## src/rtl/psum_accum_unit_if.sv

```systemverilog
// Purpose: bundles the job-control, conv/psum input and output-FIFO signals of psum_accum_unit.
// Latency: none, wiring only.
// Backpressure: conv_ready/psum_ready gate the inputs; out_ren pops the FWFT output FIFO.
interface psum_accum_unit_if #(
    parameter int DATA_WIDTH = 32,
    parameter int PAR        = 1,
    parameter int LEN_WIDTH  = 8
);
    logic                        start;
    logic [1:0]                  mode;
    logic [LEN_WIDTH-1:0]        job_len;
    logic                        conv_valid;
    logic [PAR*DATA_WIDTH-1:0]   conv_din;
    logic                        conv_ready;
    logic                        psum_valid;
    logic [PAR*DATA_WIDTH-1:0]   psum_din;
    logic                        psum_ready;
    logic                        out_ren;
    logic [PAR*DATA_WIDTH-1:0]   out_dout;
    logic                        out_empty;
    logic                        out_full;
    logic                        busy;
    logic                        done;

    modport master (
        output start, mode, job_len, conv_valid, conv_din, psum_valid, psum_din, out_ren,
        input  conv_ready, psum_ready, out_dout, out_empty, out_full, busy, done
    );

    modport slave (
        input  start, mode, job_len, conv_valid, conv_din, psum_valid, psum_din, out_ren,
        output conv_ready, psum_ready, out_dout, out_empty, out_full, busy, done
    );
endinterface

```

## src/rtl/psum_accum_unit.sv

```systemverilog
// Purpose: per-lane conv/psum combine (pass, wrap-add, sat-add, sat-add+ReLU) into an FWFT output FIFO.
// Latency: 2 cycles from input handshake to entry visible at out_dout.
// Backpressure: readies drop when FIFO plus pipeline register would exceed depth (same-cycle pop credited).
module psum_accum_unit #(
    parameter int DATA_WIDTH = 32,
    parameter int PAR        = 1,
    parameter int FIFO_DEPTH = 16,
    parameter int LEN_WIDTH  = 8
) (
    input  logic               clk,
    input  logic               rst,
    psum_accum_unit_if.slave   bus
);
    localparam int W  = DATA_WIDTH;
    localparam int BW = PAR * DATA_WIDTH;
    localparam int AW = (FIFO_DEPTH > 1) ? $clog2(FIFO_DEPTH) : 1;
    localparam int CW = AW + 1;

    typedef enum logic [1:0] {ST_IDLE, ST_RUN, ST_DRAIN, ST_DONE} state_t;

    state_t               state_q, state_d;
    logic [1:0]           mode_q, mode_d;
    logic [LEN_WIDTH-1:0] len_q, len_d;
    logic [LEN_WIDTH-1:0] acc_q, acc_d;
    logic                 pipe_vld_q, pipe_vld_d;
    logic [BW-1:0]        res_q, res_d;
    logic [AW-1:0]        wr_ptr_q, wr_ptr_d;
    logic [AW-1:0]        rd_ptr_q, rd_ptr_d;
    logic [CW-1:0]        cnt_q, cnt_d;
    logic                 busy_q, busy_d;
    logic                 done_q, done_d;
    logic [BW-1:0]        mem_q [FIFO_DEPTH];

    logic                 fifo_empty, push, pop, space, run, both_vld, xfer;
    logic [CW:0]          occ;
    logic [BW-1:0]        res_calc;
    logic [W-1:0]         lane_c, lane_p, lane_r;
    logic [W:0]           lane_s;

    // Flow control: occupancy counts the pipeline entry and credits this cycle's pop.
    always_comb begin
        fifo_empty = (cnt_q == '0);
        pop        = bus.out_ren && !fifo_empty;
        push       = pipe_vld_q;
        occ        = {1'b0, cnt_q} - (CW+1)'(pop) + (CW+1)'(pipe_vld_q);
        space      = (occ < (CW+1)'(FIFO_DEPTH));
        run        = (state_q == ST_RUN);
        both_vld   = bus.conv_valid && bus.psum_valid;
        if (mode_q == 2'd0) begin
            bus.conv_ready = run && space;
            bus.psum_ready = 1'b0;
        end else begin
            bus.conv_ready = run && space && both_vld;
            bus.psum_ready = run && space && both_vld;
        end
        xfer = bus.conv_valid && bus.conv_ready;
    end

    // Per-lane arithmetic; a W+1 bit sum exposes signed overflow for clamping.
    always_comb begin
        res_calc = '0;
        lane_c   = '0;
        lane_p   = '0;
        lane_r   = '0;
        lane_s   = '0;
        for (int k = 0; k < PAR; k++) begin
            lane_c = bus.conv_din[k*W +: W];
            lane_p = bus.psum_din[k*W +: W];
            lane_s = {lane_c[W-1], lane_c} + {lane_p[W-1], lane_p};
            case (mode_q)
                2'd0:    lane_r = lane_c;
                2'd1:    lane_r = lane_s[W-1:0];
                default: begin
                    if (lane_s[W] != lane_s[W-1])
                        lane_r = lane_s[W] ? {1'b1, {(W-1){1'b0}}} : {1'b0, {(W-1){1'b1}}};
                    else
                        lane_r = lane_s[W-1:0];
                    if (mode_q == 2'd3 && lane_r[W-1])
                        lane_r = '0;
                end
            endcase
            res_calc[k*W +: W] = lane_r;
        end
    end

    // Job FSM, pipeline register and FIFO pointer next-state.
    always_comb begin
        state_d    = state_q;
        mode_d     = mode_q;
        len_d      = len_q;
        acc_d      = acc_q;
        case (state_q)
            ST_IDLE: begin
                if (bus.start) begin
                    mode_d  = bus.mode;
                    len_d   = bus.job_len;
                    acc_d   = '0;
                    state_d = (bus.job_len == '0) ? ST_DONE : ST_RUN;
                end
            end
            ST_RUN: begin
                if (xfer) begin
                    acc_d = acc_q + LEN_WIDTH'(1);
                    if (acc_d == len_q)
                        state_d = ST_DRAIN;
                end
            end
            ST_DRAIN: begin
                if (!pipe_vld_q)
                    state_d = ST_DONE;
            end
            default: state_d = ST_IDLE;
        endcase
        busy_d     = (state_d != ST_IDLE);
        done_d     = (state_d == ST_DONE);
        pipe_vld_d = xfer;
        res_d      = xfer ? res_calc : res_q;
        wr_ptr_d   = wr_ptr_q + AW'(push);
        rd_ptr_d   = rd_ptr_q + AW'(pop);
        cnt_d      = cnt_q + CW'(push) - CW'(pop);
    end

    // Control state with registered busy/done outputs.
    always_ff @(posedge clk or negedge rst) begin
        if (!rst) begin
            state_q    <= ST_IDLE;
            mode_q     <= '0;
            len_q      <= '0;
            acc_q      <= '0;
            pipe_vld_q <= 1'b0;
            res_q      <= '0;
            wr_ptr_q   <= '0;
            rd_ptr_q   <= '0;
            cnt_q      <= '0;
            busy_q     <= 1'b0;
            done_q     <= 1'b0;
        end else begin
            state_q    <= state_d;
            mode_q     <= mode_d;
            len_q      <= len_d;
            acc_q      <= acc_d;
            pipe_vld_q <= pipe_vld_d;
            res_q      <= res_d;
            wr_ptr_q   <= wr_ptr_d;
            rd_ptr_q   <= rd_ptr_d;
            cnt_q      <= cnt_d;
            busy_q     <= busy_d;
            done_q     <= done_d;
        end
    end

    // FIFO storage; contents need no reset since the pointers gate visibility.
    always_ff @(posedge clk) begin
        if (push)
            mem_q[wr_ptr_q] <= res_q;
    end

    assign bus.out_dout  = fifo_empty ? '0 : mem_q[rd_ptr_q];
    assign bus.out_empty = fifo_empty;
    assign bus.out_full  = (cnt_q == CW'(FIFO_DEPTH));
    assign bus.busy      = busy_q;
    assign bus.done      = done_q;
endmodule
```

## src/flat_wrapper.sv

```systemverilog
// flat-port wrapper written by rule: the top's interface ports become plain ports
module psum_accum_unit_flat 
#(
    parameter int DATA_WIDTH = 32,
    parameter int PAR        = 1,
    parameter int FIFO_DEPTH = 16,
    parameter int LEN_WIDTH  = 8
)
  (clk, rst, bus_start, bus_mode, bus_job_len, bus_conv_valid, bus_conv_din, bus_psum_valid, bus_psum_din, bus_out_ren, bus_conv_ready, bus_psum_ready, bus_out_dout, bus_out_empty, bus_out_full, bus_busy, bus_done);
  psum_accum_unit_if #(.DATA_WIDTH(DATA_WIDTH), .PAR(PAR), .LEN_WIDTH(LEN_WIDTH)) bus_i ();
  input  logic clk;
  input  logic rst;
  input wire logic [$bits(bus_i.start)-1:0] bus_start;
  input wire logic [$bits(bus_i.mode)-1:0] bus_mode;
  input wire logic [$bits(bus_i.job_len)-1:0] bus_job_len;
  input wire logic [$bits(bus_i.conv_valid)-1:0] bus_conv_valid;
  input wire logic [$bits(bus_i.conv_din)-1:0] bus_conv_din;
  input wire logic [$bits(bus_i.psum_valid)-1:0] bus_psum_valid;
  input wire logic [$bits(bus_i.psum_din)-1:0] bus_psum_din;
  input wire logic [$bits(bus_i.out_ren)-1:0] bus_out_ren;
  output wire logic [$bits(bus_i.conv_ready)-1:0] bus_conv_ready;
  output wire logic [$bits(bus_i.psum_ready)-1:0] bus_psum_ready;
  output wire logic [$bits(bus_i.out_dout)-1:0] bus_out_dout;
  output wire logic [$bits(bus_i.out_empty)-1:0] bus_out_empty;
  output wire logic [$bits(bus_i.out_full)-1:0] bus_out_full;
  output wire logic [$bits(bus_i.busy)-1:0] bus_busy;
  output wire logic [$bits(bus_i.done)-1:0] bus_done;
  assign bus_i.start = bus_start;
  assign bus_i.mode = bus_mode;
  assign bus_i.job_len = bus_job_len;
  assign bus_i.conv_valid = bus_conv_valid;
  assign bus_i.conv_din = bus_conv_din;
  assign bus_i.psum_valid = bus_psum_valid;
  assign bus_i.psum_din = bus_psum_din;
  assign bus_i.out_ren = bus_out_ren;
  assign bus_conv_ready = bus_i.conv_ready;
  assign bus_psum_ready = bus_i.psum_ready;
  assign bus_out_dout = bus_i.out_dout;
  assign bus_out_empty = bus_i.out_empty;
  assign bus_out_full = bus_i.out_full;
  assign bus_busy = bus_i.busy;
  assign bus_done = bus_i.done;
  psum_accum_unit #(.DATA_WIDTH(DATA_WIDTH), .PAR(PAR), .FIFO_DEPTH(FIFO_DEPTH), .LEN_WIDTH(LEN_WIDTH)) u_core (.clk(clk), .rst(rst), .bus(bus_i));
endmodule
```

## config.mk

```make
export PLATFORM = sky130hd
export DESIGN_NAME = psum_accum_unit_flat
export DESIGN_NICKNAME = d
export VERILOG_FILES = /design/src/rtl/psum_accum_unit_if.sv /design/src/rtl/psum_accum_unit.sv /design/src/flat_wrapper.sv
export SDC_FILE = /design/constraint.sdc
export NUM_CORES = 1
export LEC_CHECK = 0
export ABC_AREA = 0
export BUFFER_PORTS_ARGS = -buffer_cell sky130_fd_sc_hd__buf_2
export CAP_MARGIN = 20
export CORE_MARGIN = 10
export CORE_UTILIZATION = 40
export CTS_BUF_LIST = sky130_fd_sc_hd__clkbuf_8
export DETAILED_ROUTE_END_ITERATION = 7
export MAX_ROUTING_LAYER = met4
export PLACE_DENSITY_LB_ADDON = 0.12
export SYNTH_ARGS = -nofsm -noshare
export SYNTH_HDL_FRONTEND = slang
export SYNTH_SLANG_ARGS = --single-unit
export TNS_END_PERCENT = 20
```

## constraint.sdc

```tcl
create_clock -name clk -period 5.34 [get_ports clk]
set_input_delay 0.801 -clock clk [delete_from_list [all_inputs] [get_ports clk]]
set_output_delay 0.801 -clock clk [all_outputs]
set_load 0.05 [all_outputs]
```

# == Word level (Yosys, flattened, before mapping) ==
# Memories as Yosys holds them, arrays and structs flattened.
# Cells that the tools add are included.
# totals
latch_bits,0
mem_bits_ro,0
ramBits,512
elab_cells,66
memories,1
register_bits,68
output_inout_bits,38
# mem_list
memory,depth,word_bits,read_ports,rd_ports_with_merged_regs,write_ports,line_no,source
u_core.mem_q,16,32,1,0,1,psum_accum_unit.sv:32,logic [BW-1:0] mem_q [FIFO_DEPTH];
# classes
shift,0
n_bitwise,0
addsub,8
order_cmp,1
mul,0
mux,19
n_div,0
n_reduce_logical,16
eq_ne,10
# op_table
cell,count
$mux 32,5
$pmux 32 s2,1
$add 32x32->33,1
$mux 8,2
$pmux 8 s2,1
$mux 2,5
$add 4x1->4,2
$add 8x1->8 const B,1
$eq 8x8->1,1
$logic_not 8->1,1
$add 6x1->6,1
$eq 2x2->1 const B,3
$logic_and 1x1->1,6
$lt 6x5->1 const B,1
$pmux 2 s3,1
$sub 5x1->6,1
$add 5x1->5,1
$eq 5x5->1 const B,1
$logic_not 5->1,1
$sub 5x1->5,1
$eq 2x1->1 const B,2
$logic_not 2->1,2
$mux 1,4
$reduce_bool 2->1,2
7 further kinds,7

# == Depth between registers and ports, before layout ==
# Gate-level depths: netlist of run 1.
# logic_depth
ltp_word,13
mapped_depth,18

# == Least setup slack after synthesis of run 1 ==
# No wires, ideal clock.
# synth_timing
kind,input to output
start,input bus_out_ren
end,output bus_psum_ready
setup_slack_ns,1.279
t_required_ns,4.539
n_path_buf,0
t_arrival_ns,3.260
path_stages,11
cell_sequence,nand2_1 nand2_1 nand2_1 ha_1 fa_1 a21oi_1 o21bai_1 xor2_1 nor2_1 nand2_1 nor3_1
# synth_via
elab_chain_cells,7
# synth_lines
item,line_no,source
from (decl),flat_wrapper.sv:20,input wire logic [$bits(bus_i.out_ren)-1:0] bus_out_ren;
$logic_and 1x1->1,psum_accum_unit.sv:43,pop = bus.out_ren && !fifo_empty;
$sub 5x1->6,psum_accum_unit.sv:45,"occ = {1'b0, cnt_q} - (CW+1)'(pop) + (CW+1)'(pipe_vld_q);"
$add 6x1->6,psum_accum_unit.sv:45,
$lt 6x5->1,psum_accum_unit.sv:46,space = (occ < (CW+1)'(FIFO_DEPTH));
$logic_and 1x1->1 (2 in series),psum_accum_unit.sv:54,bus.psum_ready = run && space && both_vld;
$mux 1,psum_accum_unit.sv:49,if (mode_q == 2'd0) begin
to (decl),flat_wrapper.sv:22,output wire logic [$bits(bus_i.psum_ready)-1:0] bus_psum_ready;
# No other way between the ends.

# == Worst setup path after layout of run 1 ==
# layout_timing
start,register u_core.rd_ptr_q[2]
end,output bus_out_dout[9]
# layout_via
elab_chain_cells,2
# layout_lines
item,line_no,source
from (decl),psum_accum_unit.sv:28,"logic [AW-1:0] rd_ptr_q, rd_ptr_d;"
from (signal assigned),psum_accum_unit.sv:145,rd_ptr_q <= rd_ptr_d;
$mem_v2 16x32,-,
$mux 32,psum_accum_unit.sv:158,assign bus.out_dout = fifo_empty ? '0 : mem_q[rd_ptr_q];
to (decl),flat_wrapper.sv:23,output wire logic [$bits(bus_i.out_dout)-1:0] bus_out_dout;
# No other way between the ends.

==> results by group, run 1 <==
Outcome
  – Outcome: completed

Detailed routing
  – Via count: 14,662
  – DRT antenna net count: 0
  – Pre-Repair DR Iteration Count: 5
  – Wirelength per Cell: 24.3 um
  – DR top layer: met4
  – Routed WL: 65.2 mm
  – Vias/cell: 5.45
  – DR DRC count: 0
  – WL met1: 29.7 mm
  – 1st-iter DRT viols: 1,084
  – Met3 WL: 3.08 mm
  – Metal2 WL: 31.1 mm

Logic synthesis
  – Synth Register Bits: 580
  – FFs w/ async S/R, synth: 11.7%
  – Post-Syn Area: 24,800 um2
  – Number of flops mapped to enable cells by yosys: 512
  – Syn Inst Count: 1,597
  – Avg Synthesized Cell Area: 15.6 um2
  – Ys flop type: edfxtp_1
  – Register area share after synthesis: 68.7%
  – Yosys cell types: 58
  – Yosys warns: 0
  – Mapped Nets: 1,721

Floorplan
  – Core Footprint: 61,600 um2
  – Die Ht: 269 um
  – Rows: 91
  – Initial Util: 40.3%
  – Num ports: 118
  – Die span in x: 269 um
  – Die area: 72,500 um2

Layout
  – Seq. cell area: 17,100 um2
  – Commonest non-fill, non-tap cell in the layout: edfxtp_1
  – Share of layout cells above drive strength 1: 22.4%
  – Layout area overhead: 14.3%
  – Most frequent cells in the layout: edfxtp_1 (512), buf_2 (116), mux2i_1 (102), nand2_1 (98), clkbuf_8 (98)
  – Area of the multi-input gates: 7500 um2
  – Nets: 1,894
  – Post-route core utilization: 46.1%
  – Cell area after layout: 28,400 um2
  – Fillers: 5,402

GRT
  – Combined global-route utilization of all metal layers: 18.3%
  – First-pass GRT wire length: 98.5 mm
  – Initial antenna violation count: 2
  – Number of global-route vias before repair: 15,431
  – Total gr overflow: 0
  – Largest net degree at the start of global routing: 59

Clock tree
  – Post-CTS Resized: 0
  – CTS tree: done
  – Clk sink count: 580
  – Skew-Pair Late Insertion Delay: 0.70 ns
  – CTS buffer count: 95
  – CTS clk-pin slew, worst paths: 0.07 ns
  – CTS max path bufs: 3
  – Root buf cell: clkbuf_8
  – CTS H-Tree Depth: 3

STA
  – RSZ-0062 raised after global routing: false
  – Crit path time final: 4.49 ns
  – Worst-Margin Slew: 0.912 ns
  – Count of final setup violators: 0
  – Clock skew: 0.0481 ns
  – Count of final max-slew check failures: 0
  – Hold Vio Cnt, Final: 0
  – Fmax: 223 MHz
  – Max-slew headroom: 38.9%
  – Crit share post-route: 84.1%
  – Setup_tns: 0 ns

Critical path
  – Worst-path cell chain: and2_2, buf_4, a21oi_1, o21ai_0, nand2_1, a211oi_1, buf_2
  – Worst path max stage delay: 0.89 ns
  – Crit path max-delay family: flip-flops
  – Required @ worst endpoint: 4.54 ns
  – Element type at the critical path end: output pin
  – CP Launch Type: flop
  – Bufs and invs on worst path: 2
  – Slowest-stage cell, CP: dfrtp_2
  – CP Data Arrival Time: 3.69 ns
  – Type of the worst setup path: flop to output pin
  – CP Max Fanout: 25

Power and ir drop
  – VDD IR max: 307 uV
  – P_leak: 10.1 nW
  – Power per cell area: 556 nW/um2
  – Final Power: 0.0158 W

Worst hold path
  – Hold Crit Class: primary input to flop

Flow run
  – Max-cap viol count: 0

Placement
  – GPL Wtd Cong: 0.892
  – Post-DP HPWL: 38.2 mm
  – Cell area after placement: 26,600 um2
  – IO buf count: 117
[worst reg2reg max path: cells and delay by family (launching register included)]
kind | cells | cell delay [ns]
AND/OR/NAND/NOR | 5 | 1.04
adder cells (fa/ha/maj) | 3 | 0.81
AO/OA/AOI/OAI | 4 | 0.69
buffers and inverters | 2 | 0.54
flip-flops | 1 | 0.39
XOR/XNOR | 1 | 0.16
[report_power, final]
group / internal, W / leakage (nW) / switching, W
Clock: 0.00181 / 1.04 / 0.00176
Sequential: 0.00580 / 5.45 / 0.000967
Combinational: 0.00195 / 3.61 / 0.00351
[state kept, by name (all words and copies together), names as in the netlist]
register,cells
u_core.mem_q,512
u_core.res_q,32
u_core.acc_q,8
u_core.len_q,8
u_core.cnt_q,5
u_core.rd_ptr_q,4
u_core.wr_ptr_q,4
u_core.mode_q,2
u_core.state_q,2
u_core.bus.busy,1
u_core.bus.done,1
u_core.pipe_vld_q,1
[cells by family (layout without fill, tap and decap cells)]
group	count (synthesis)	after routing	share of synthesized area, %
XOR/XNOR	46	46	1.62
multiplexers	209	209	11.9
buffers and inverters	106	359	1.66
other	0	3	0
AND/OR/NAND/NOR	255	255	4.59
adder cells (fa/ha/maj)	44	44	2.28
AO/OA/AOI/OAI	357	357	9.26
flip-flops	580	580	68.7
[through the flow]
step | setup WS [ns] | std cells | hold slack, ns
floorplan | 1.28 | 1597 | 0.464
global placement | 0.976 | 2509 | 0.485
detailed placement | 0.878 | 2509 | 0.495
CTS | 0.727 | 2687 | 0.283
global route | 0.561 | 2689 | 0.311
finish | 0.851 | 2690 | 0.321
[final timing paths]
kind	end	startpoint	depth (start not counted)	slack, ns
worst min register to register	u_core.acc_q[7]$_DFFE_PN0P_	u_core.acc_q[7]$_DFFE_PN0P_	2	0.51
worst max register to register	u_core.res_q[29]$_DFFE_PN0N_	u_core.cnt_q[2]$_DFF_PN0_	15	1.62
worst min-delay path	u_core.mode_q[0]$_DFFE_PN0P_	bus_mode[0]	3	0.32
min in group asynchronous	u_core.res_q[9]$_DFFE_PN0N_	rst	2	0.57
worst max-delay path	bus_out_dout[9]	u_core.rd_ptr_q[2]$_DFF_PN0_	7	0.85
max in group asynchronous	u_core.rd_ptr_q[2]$_DFF_PN0_	rst	3	3.81
[repair_timing]
action                                  in CTS  in global routing
buffers inserted                             0                  0
hold endpoints to repair                     4                  0
endpoints found under the setup margin       0                  0
hold buffers                                 1                  0
[routing by layer]
metal | vias up | GRT usage [%]
li1 | 6713 | -
met1 | 7444 | 24.3
met2 | 405 | 29.0
met3 | 100 | 2.58
met4 | 0 | 5.77
met5 | - | -
[cell type report]
cell class | count | area share, %
multi-input cells | 911 | 26.4
diodes | 3 | 0.0264
inverters | 23 | 0.304
clock inverters | 79 | 1.40
repair buffers | 159 | 3.32
flip-flops and latches | 580 | 60.1
well taps | 837 | 3.69
clock buffers | 98 | 4.75
[synth_stat cells (37+ instances only)]
| master | instances | share of area [%] |
|---|---|---|
| ha_1 | 42 | 2.1 |
| a21oi_1 | 89 | 1.8 |
| dfrtp_1 | 68 | 6.8 |
| mux4_2 | 64 | 5.8 |
| nor2_1 | 76 | 1.1 |
| o22ai_1 | 37 | 0.93 |
| mux2_2 | 42 | 1.9 |
| edfxtp_1 | 512 | 62 |
| nand2_1 | 98 | 1.5 |
| clkbuf_1 | 64 | 0.97 |
| mux2i_1 | 102 | 4.1 |
| o21ai_0 | 90 | 1.8 |
Power figures use the tool's default switching activity.
==> run 2, diff against run 1 <==
==> constraint.sdc (replaced) <==
create_clock -name clk -period 4.2 [get_ports clk]
set_input_delay 0.63 -clock clk [delete_from_list [all_inputs] [get_ports clk]]
set_output_delay 0.63 -clock clk [all_outputs]
set_load 0.05 [all_outputs]
==> run 2 against run 1 <==
Compared with the run above: critical path depth unchanged; non-clock buffer count grew 18; sequential cell count stayed put.
==> results by group, run 2 (synthesis gave the netlist of run 1 again) <==
Outcome
  – Outcome: completed (unchanged)

Clock tree
  – CTS buffer count: 98 (was 95)
  – CTS H-Tree Depth: 3 (unchanged)
  – CTS max path bufs: 3 (unchanged)
  – CTS clk-pin slew, worst paths: 0.06 ns (was 0.07 ns)
  – Skew-Pair Late Insertion Delay: 0.70 ns (about the same)
  – CTS tree: done (unchanged)
  – Root buf cell: clkbuf_8 (unchanged)
  – Clk sink count: 580 (unchanged)

GRT
  – Total gr overflow: 0 (unchanged)
  – Combined global-route utilization of all metal layers: 18.4% (was 18.3%)
  – Largest net degree at the start of global routing: 46 (was 59)
  – First-pass GRT wire length: 99.1 mm (was 98.5 mm)
  – Initial antenna violation count: 0 (was 2)
  – Number of global-route vias before repair: 15,592 (was 15,431)

STA
  – Count of final max-slew check failures: 0 (unchanged)
  – Hold Vio Cnt, Final: 0 (unchanged)
  – Worst hold slack: 0.181 ns (was 0.321 ns)
  – Crit path time final: 3.96 ns
  – Clock skew: 0.0455 ns (was 0.0481 ns)
  – RSZ-0062 raised after global routing: false (unchanged)
  – Max-slew headroom: 31.3% (was 38.9%)
  – Setup_tns: 0 ns (unchanged)
  – Crit share post-route: 94.2%
  – Count of final setup violators: 0 (unchanged)
  – Fmax: 253 MHz
  – Worst-Margin Slew: 1.03 ns (was 0.912 ns)

Detailed routing
  – Via count: 14,725 (was 14,662)
  – 1st-iter DRT viols: 971 (was 1,084)
  – Met3 WL: 2.36 mm (was 3.08 mm)
  – WL met1: 29.3 mm (was 29.7 mm)
  – Routed WL: 65.8 mm (was 65.2 mm)
  – Pre-Repair DR Iteration Count: 5 (unchanged)
  – DR DRC count: 0 (unchanged)
  – DRT antenna net count: 0 (unchanged)
  – Metal2 WL: 32.9 mm (was 31.1 mm)
  – Wirelength per Cell: 24.3 um (about the same)
  – DR top layer: met4 (unchanged)
  – Vias/cell: 5.43 (was 5.45)

Layout
  – Fillers: 5,467 (was 5,402)
  – Most frequent cells in the layout: edfxtp_1 (512), clkbuf_8 (108), buf_2 (106), mux2i_1 (102), nand2_1 (98) (was edfxtp_1 (512), buf_2 (116), mux2i_1 (102), nand2_1 (98), clkbuf_8 (98))
  – Share of layout cells above drive strength 1: 23.9% (was 22.4%)
  – Layout area overhead: 16.2% (was 14.3%)
  – Biggest register: u_core.mem_q (unchanged)
  – # diodes: 0 (was 3)
  – Commonest non-fill, non-tap cell in the layout: edfxtp_1 (unchanged)
  – Nets: 1,915 (was 1,894)
  – Area of the multi-input gates: 7510 um2 (was 7500 um2)
  – Max reg flops: 512 (unchanged)
  – Largest registers: u_core.mem_q: 512 flops, u_core.res_q: 32 flops (unchanged)
  – Seq. cell area: 17,100 um2 (unchanged)
  – Post-route core utilization: 46.9% (was 46.1%)

Power and ir drop
  – P_leak: 10.3 nW (was 10.1 nW)
  – VDD IR max: 275 uV (was 307 uV)
  – Power per cell area: 717 nW/um2 (was 556 nW/um2)
  – Pint: 0.0127 W (was 0.00956 W)
  – Combinational Power Share: 36.3% (was 34.6%)
  – Sw Ratio: 38.6% (was 39.5%)
  – Sw power: 0.00799 W (was 0.00623 W)
  – Flop pwr share: 41.0% (was 42.8%)
  – Part of the power in the clock network: 22.7% (was 22.6%)

Critical path
  – Required @ worst endpoint: 3.57 ns (was 4.54 ns)
  – Type of the worst setup path: flop to output pin (unchanged)
  – CP Max Fanout: 33 (was 25)
  – CP Launch Type: flop (unchanged)
  – Element type at the critical path end: output pin (unchanged)
  – CP Data Arrival Time: 3.33 ns (was 3.69 ns)

Flow run
  – Max-cap viol count: 0 (unchanged)

Placement
  – Post-DP HPWL: 41.0 mm (was 38.2 mm)
  – IO buf count: 117 (unchanged)
  – GPL Wtd Cong: 0.851 (was 0.892)

Floorplan
  – Die span in x: 269 um (unchanged)
  – Core Footprint: 61,600 um2 (unchanged)
  – Rows: 91 (unchanged)
  – Die Ht: 269 um (unchanged)
  – Num ports: 118 (unchanged)
  – Initial Util: 40.3% (unchanged)
  – Die area: 72,500 um2 (unchanged)

Worst hold path
  – Hold Crit Class: primary input to flop (unchanged)
run 2: stage by stage:
| step | setup slack, ns | area, um2 | power, W | std cells |
|---|---|---|---|---|
| 6_report | 0.242 | 28900 | 0.0207 | 2712 |
| 4_1_cts | 0.00711 | 28900 | 0.0209 | 2712 |
| 3_5_place_dp | 0.205 | 27000 | 0.0162 | 2527 |
| 3_3_place_gp | 0.262 | 27000 | 0.0161 | 2527 |
| 2_1_floorplan | 0.396 | 24800 | 0.0133 | 1597 |
| 5_1_grt | 0.0104 | 28900 | 0.0218 | 2712 |
run 2: per-layer routing:
| metal | up-vias | GRT usage [%] |
|---|---|---|
| li1 | 6754 | - |
| met2 | 332 | 30.6 |
| met1 | 7548 | 23.2 |
| met4 | 0 | 5.26 |
| met5 | - | - |
| met3 | 91 | 2.78 |
run 2: area by class of cell:
cell class / count / area share, %
Sequential cell: 580 / 59.2
Multi-Input combinational cell: 911 / 26.0
Clock buffer: 108 / 5.15
Timing Repair Buffer: 177 / 4.44
Tap cell: 837 / 3.63
Clock inverter: 76 / 1.30
Inverter: 23 / 0.299
run 2: worst max-delay path: stages (launching register included):
cell      delay (ns)
dfrtp_2         0.42
buf_4           0.50
nand2_1         0.15
buf_4           0.33
o221ai_1        0.29
o22ai_1         0.14
a211oi_1        0.59
buf_12          0.22
run 2: path summary, 6_finish.rpt:
check,start,endpoint,slack [ns],cells past startpoint
worst max-delay path,u_core.rd_ptr_q[1]$_DFF_PN0_,bus_out_dout[30],0.24,7
worst min-delay path,bus_job_len[6],u_core.len_q[6]$_DFFE_PN0P_,0.18,2
worst min register to register,u_core.cnt_q[0]$_DFF_PN0_,u_core.cnt_q[0]$_DFF_PN0_,0.52,1
min in group asynchronous,rst,u_core.res_q[9]$_DFFE_PN0N_,0.49,2
max in group asynchronous,rst,u_core.res_q[30]$_DFFE_PN0N_,2.84,3
worst max register to register,u_core.cnt_q[2]$_DFF_PN0_,u_core.acc_q[4]$_DFFE_PN0P_,0.68,17
run 2: timing repair:
item / in CTS / in global routing
gates resized for setup: 3 / 4
pin swaps: 1 / 1
hold buffers: 1 / 0
hold endpoints to repair: 43 / 0
endpoints found under the setup margin: 1 / 2
buffers inserted: 0 / 0
run 2: power groups by stage:
stage          Clock, W  Sequential (W)  Combinational, W
2_1_floorplan         0         0.00796           0.00536
4_1_cts         0.00483         0.00847           0.00765
5_1_grt         0.00509         0.00859           0.00814
6_report        0.00470         0.00848           0.00752
3_5_place_dp          0         0.00859           0.00762
3_3_place_gp          0         0.00852           0.00757
==> run 3, diff against run 2 <==
--- a/config.mk
+++ b/config.mk
@@ -8,12 +8,13 @@
 export ABC_AREA = 0
 export BUFFER_PORTS_ARGS = -buffer_cell sky130_fd_sc_hd__buf_2
 export CAP_MARGIN = 20
+export CORE_ASPECT_RATIO = 0.8
 export CORE_MARGIN = 10
 export CORE_UTILIZATION = 40
 export CTS_BUF_LIST = sky130_fd_sc_hd__clkbuf_8
 export DETAILED_ROUTE_END_ITERATION = 7
 export MAX_ROUTING_LAYER = met4
-export PLACE_DENSITY_LB_ADDON = 0.12
+export PLACE_DENSITY_LB_ADDON = 0.25
 export SYNTH_ARGS = -nofsm -noshare
 export SYNTH_HDL_FRONTEND = slang
 export SYNTH_SLANG_ARGS = --single-unit
==> run 3 against run 2 <==
Compared with the run above: first-iteration DRC count increased by 33%; critical endpoint is now bus_out_dout[19]; sequential power about the same; critical path depth unchanged.
==> results by group, run 3 (synthesis gave the netlist of run 1 again) <==
STA
  – Fmax: 255 MHz (was 253 MHz)
  – Clock skew: 0.0372 ns (was 0.0455 ns)
  – Max-slew headroom: 34.6% (was 31.3%)
  – Hold Vio Cnt, Final: 0 (unchanged)
  – Worst-Margin Slew: 0.980 ns (was 1.03 ns)
  – Count of final setup violators: 0 (unchanged)
  – Crit path time final: 3.92 ns (was 3.96 ns)
  – Count of final max-slew check failures: 0 (unchanged)
  – Crit share post-route: 93.3% (was 94.2%)
  – Setup_tns: 0 ns (unchanged)
  – Worst Slack Setup Final: 0.281 ns (was 0.242 ns)
  – RSZ-0062 raised after global routing: false (unchanged)

Detailed routing
  – Wirelength per Cell: 24.3 um (about the same)
  – Routed WL: 65.0 mm (was 65.8 mm)
  – 1st-iter DRT viols: 1,295 (was 971)
  – DRT antenna net count: 0 (unchanged)
  – Via count: 15,027 (was 14,725)
  – DR DRC count: 0 (unchanged)
  – Pre-Repair DR Iteration Count: 5 (unchanged)
  – Vias/cell: 5.61 (was 5.43)

Critical path
  – Most used cell, CP: buf_4 (unchanged)
  – Slowest-stage cell, CP: dfrtp_4 (was a211oi_1)
  – Type of the worst setup path: flop to output pin (unchanged)
  – CP Max Fanout: 21 (was 33)
  – CP Launch Type: flop (unchanged)
  – Required @ worst endpoint: 3.57 ns (about the same)
  – Worst-path cell chain: buf_4, buf_4, mux2i_1, o21ai_0, o22ai_1, a211oi_1, buf_2 (was buf_4, nand2_1, buf_4, o221ai_1, o22ai_1, a211oi_1, buf_12)
  – Worst path max stage delay: 0.72 ns (was 0.59 ns)
  – Element type at the critical path end: output pin (unchanged)
  – CP Data Arrival Time: 3.29 ns (was 3.33 ns)

GRT
  – Total gr overflow: 0 (unchanged)
  – Largest net degree at the start of global routing: 69 (was 46)
  – Combined global-route utilization of all metal layers: 18.1% (was 18.4%)
  – Number of global-route vias before repair: 15,324 (was 15,592)
  – First-pass GRT wire length: 97.5 mm (was 99.1 mm)
  – Initial antenna violation count: 0 (unchanged)

Layout
  – Cell area after layout: 28,500 um2 (was 28,900 um2)
  – Most frequent cells in the layout: edfxtp_1 (512), buf_2 (114), mux2i_1 (102), nand2_1 (98), clkbuf_8 (96) (was edfxtp_1 (512), clkbuf_8 (108), buf_2 (106), mux2i_1 (102), nand2_1 (98))
  – Commonest non-fill, non-tap cell in the layout: edfxtp_1 (unchanged)
  – Share of layout cells above drive strength 1: 22.9% (was 23.9%)
  – Max reg flops: 512 (unchanged)
  – # diodes: 0 (unchanged)
  – Largest registers: u_core.mem_q: 512 flops, u_core.res_q: 32 flops (unchanged)
  – Finished Layout Cells: 2,679 (was 2,712)
  – Biggest register: u_core.mem_q (unchanged)
  – Layout area overhead: 14.5% (was 16.2%)
  – Nets: 1,900 (was 1,915)

Placement
  – GPL Wtd Cong: 0.894 (was 0.851)
  – IO buf count: 117 (unchanged)
  – Pre-CTS setup slack: 0.146 ns (was 0.205 ns)
  – Cell area after placement: 26,800 um2 (was 27,000 um2)
  – Post-DP HPWL: 39.8 mm (was 41.0 mm)
  – Placed instance count: 2,513 (was 2,527)

Floorplan
  – Initial Util: 40.5% (was 40.3%)
  – Core Footprint: 61,300 um2 (was 61,600 um2)
  – Num ports: 118 (unchanged)
  – Rows: 81 (was 91)
  – Die span in x: 299 um (was 269 um)
  – Die Ht: 243 um (was 269 um)
  – Die area: 72,600 um2 (was 72,500 um2)

Clock tree
  – CTS tree: done (unchanged)
  – CTS buffer count: 91 (was 98)
  – CTS max path bufs: 3 (unchanged)
  – CTS H-Tree Depth: 3 (unchanged)
  – Root buf cell: clkbuf_8 (unchanged)
  – Skew-Pair Late Insertion Delay: 0.68 ns (was 0.70 ns)
  – CTS clk-pin slew, worst paths: 0.06 ns (about the same)
  – Clk sink count: 580 (unchanged)

Worst hold path
  – Hold Crit Class: primary input to asynchronous set/reset pin (was primary input to flop)

Outcome
  – Outcome: completed (unchanged)

Power and ir drop
  – VDD IR max: 417 uV (was 275 uV)
  – Final Power: 0.0201 W (was 0.0207 W)
  – Power per cell area: 706 nW/um2 (was 717 nW/um2)
  – P_leak: 10.1 nW (was 10.3 nW)

Flow run
  – Max-cap viol count: 0 (unchanged)
## run 3: changes by cell type in the layout (fill, tap and decap cells not counted), moves of 3 or more
| cell | before | now |
|---|---|---|
| clkinv_2 | 11 | 7 |
| clkinv_1 | 24 | 20 |
| buf_12 | 17 | 7 |
| buf_4 | 51 | 48 |
| clkbuf_8 | 108 | 96 |
| buf_2 | 106 | 114 |
## run 3: repair_timing
item	in CTS	in global routing
pin swaps	0	1
buffers inserted	0	0
hold buffers	0	0
resized for setup	2	3
endpoints found under the setup margin	1	2
## run 3: cell type report
cell class / count / area [um2]
Multi-Input combinational cell: 911 / 7510
Clock buffer: 96 / 1320
Fill cell: 5372 / 32900
Clock inverter: 70 / 345
Inverter: 23 / 86.3
Tap cell: 830 / 1040
Timing Repair Buffer: 169 / 1070
Sequential cell: 580 / 17100
## run 3: per-stage QoR
stage	hold slack (ns)	util, %
2_1_floorplan	0.334	-
3_5_place_dp	0.503	43.7
3_3_place_gp	0.484	43.7
5_1_grt	0.140	46.4
6_report	0.115	46.4
4_1_cts	0.111	46.4
## run 3: critical path: cells and delay by family (launching register included)
family | cells | cell delay [ns]
buffers and inverters | 3 | 0.96
AOI/OAI and AO/OA | 3 | 0.79
DFF | 1 | 0.72
muxes | 1 | 0.12
## run 3: path summary, 6_finish.rpt
path	start	end	slack [ns]	depth (start not counted)
hold / removal	rst	u_core.res_q[13]$_DFFE_PN0N_	0.11	1
min in group clk	bus_mode[0]	u_core.mode_q[0]$_DFFE_PN0P_	0.16	3
setup / recovery	u_core.rd_ptr_q[0]$_DFF_PN0_	bus_out_dout[19]	0.28	7
setup reg to reg	u_core.cnt_q[2]$_DFF_PN0_	u_core.acc_q[4]$_DFFE_PN0P_	0.83	17
hold reg to reg	u_core.acc_q[7]$_DFFE_PN0P_	u_core.acc_q[7]$_DFFE_PN0P_	0.52	2
max in group asynchronous	rst	u_core.rd_ptr_q[0]$_DFF_PN0_	3.33	1
## run 3: layer usage
layer	part of all wire, %	track usage (%)	wire [um]
met2	45	26.8	29200
met5	0	-	0
met4	1.4	3.68	937
met1	48	26.0	31200
met3	5.7	3.15	3720
## run 3: report_power, final
group          internal (W)  total (W)  switching [W]  leakage (nW)
clock               0.00219    0.00440        0.00221         0.990
sequential          0.00737    0.00848        0.00111          5.45
combinational       0.00260    0.00722        0.00462          3.69
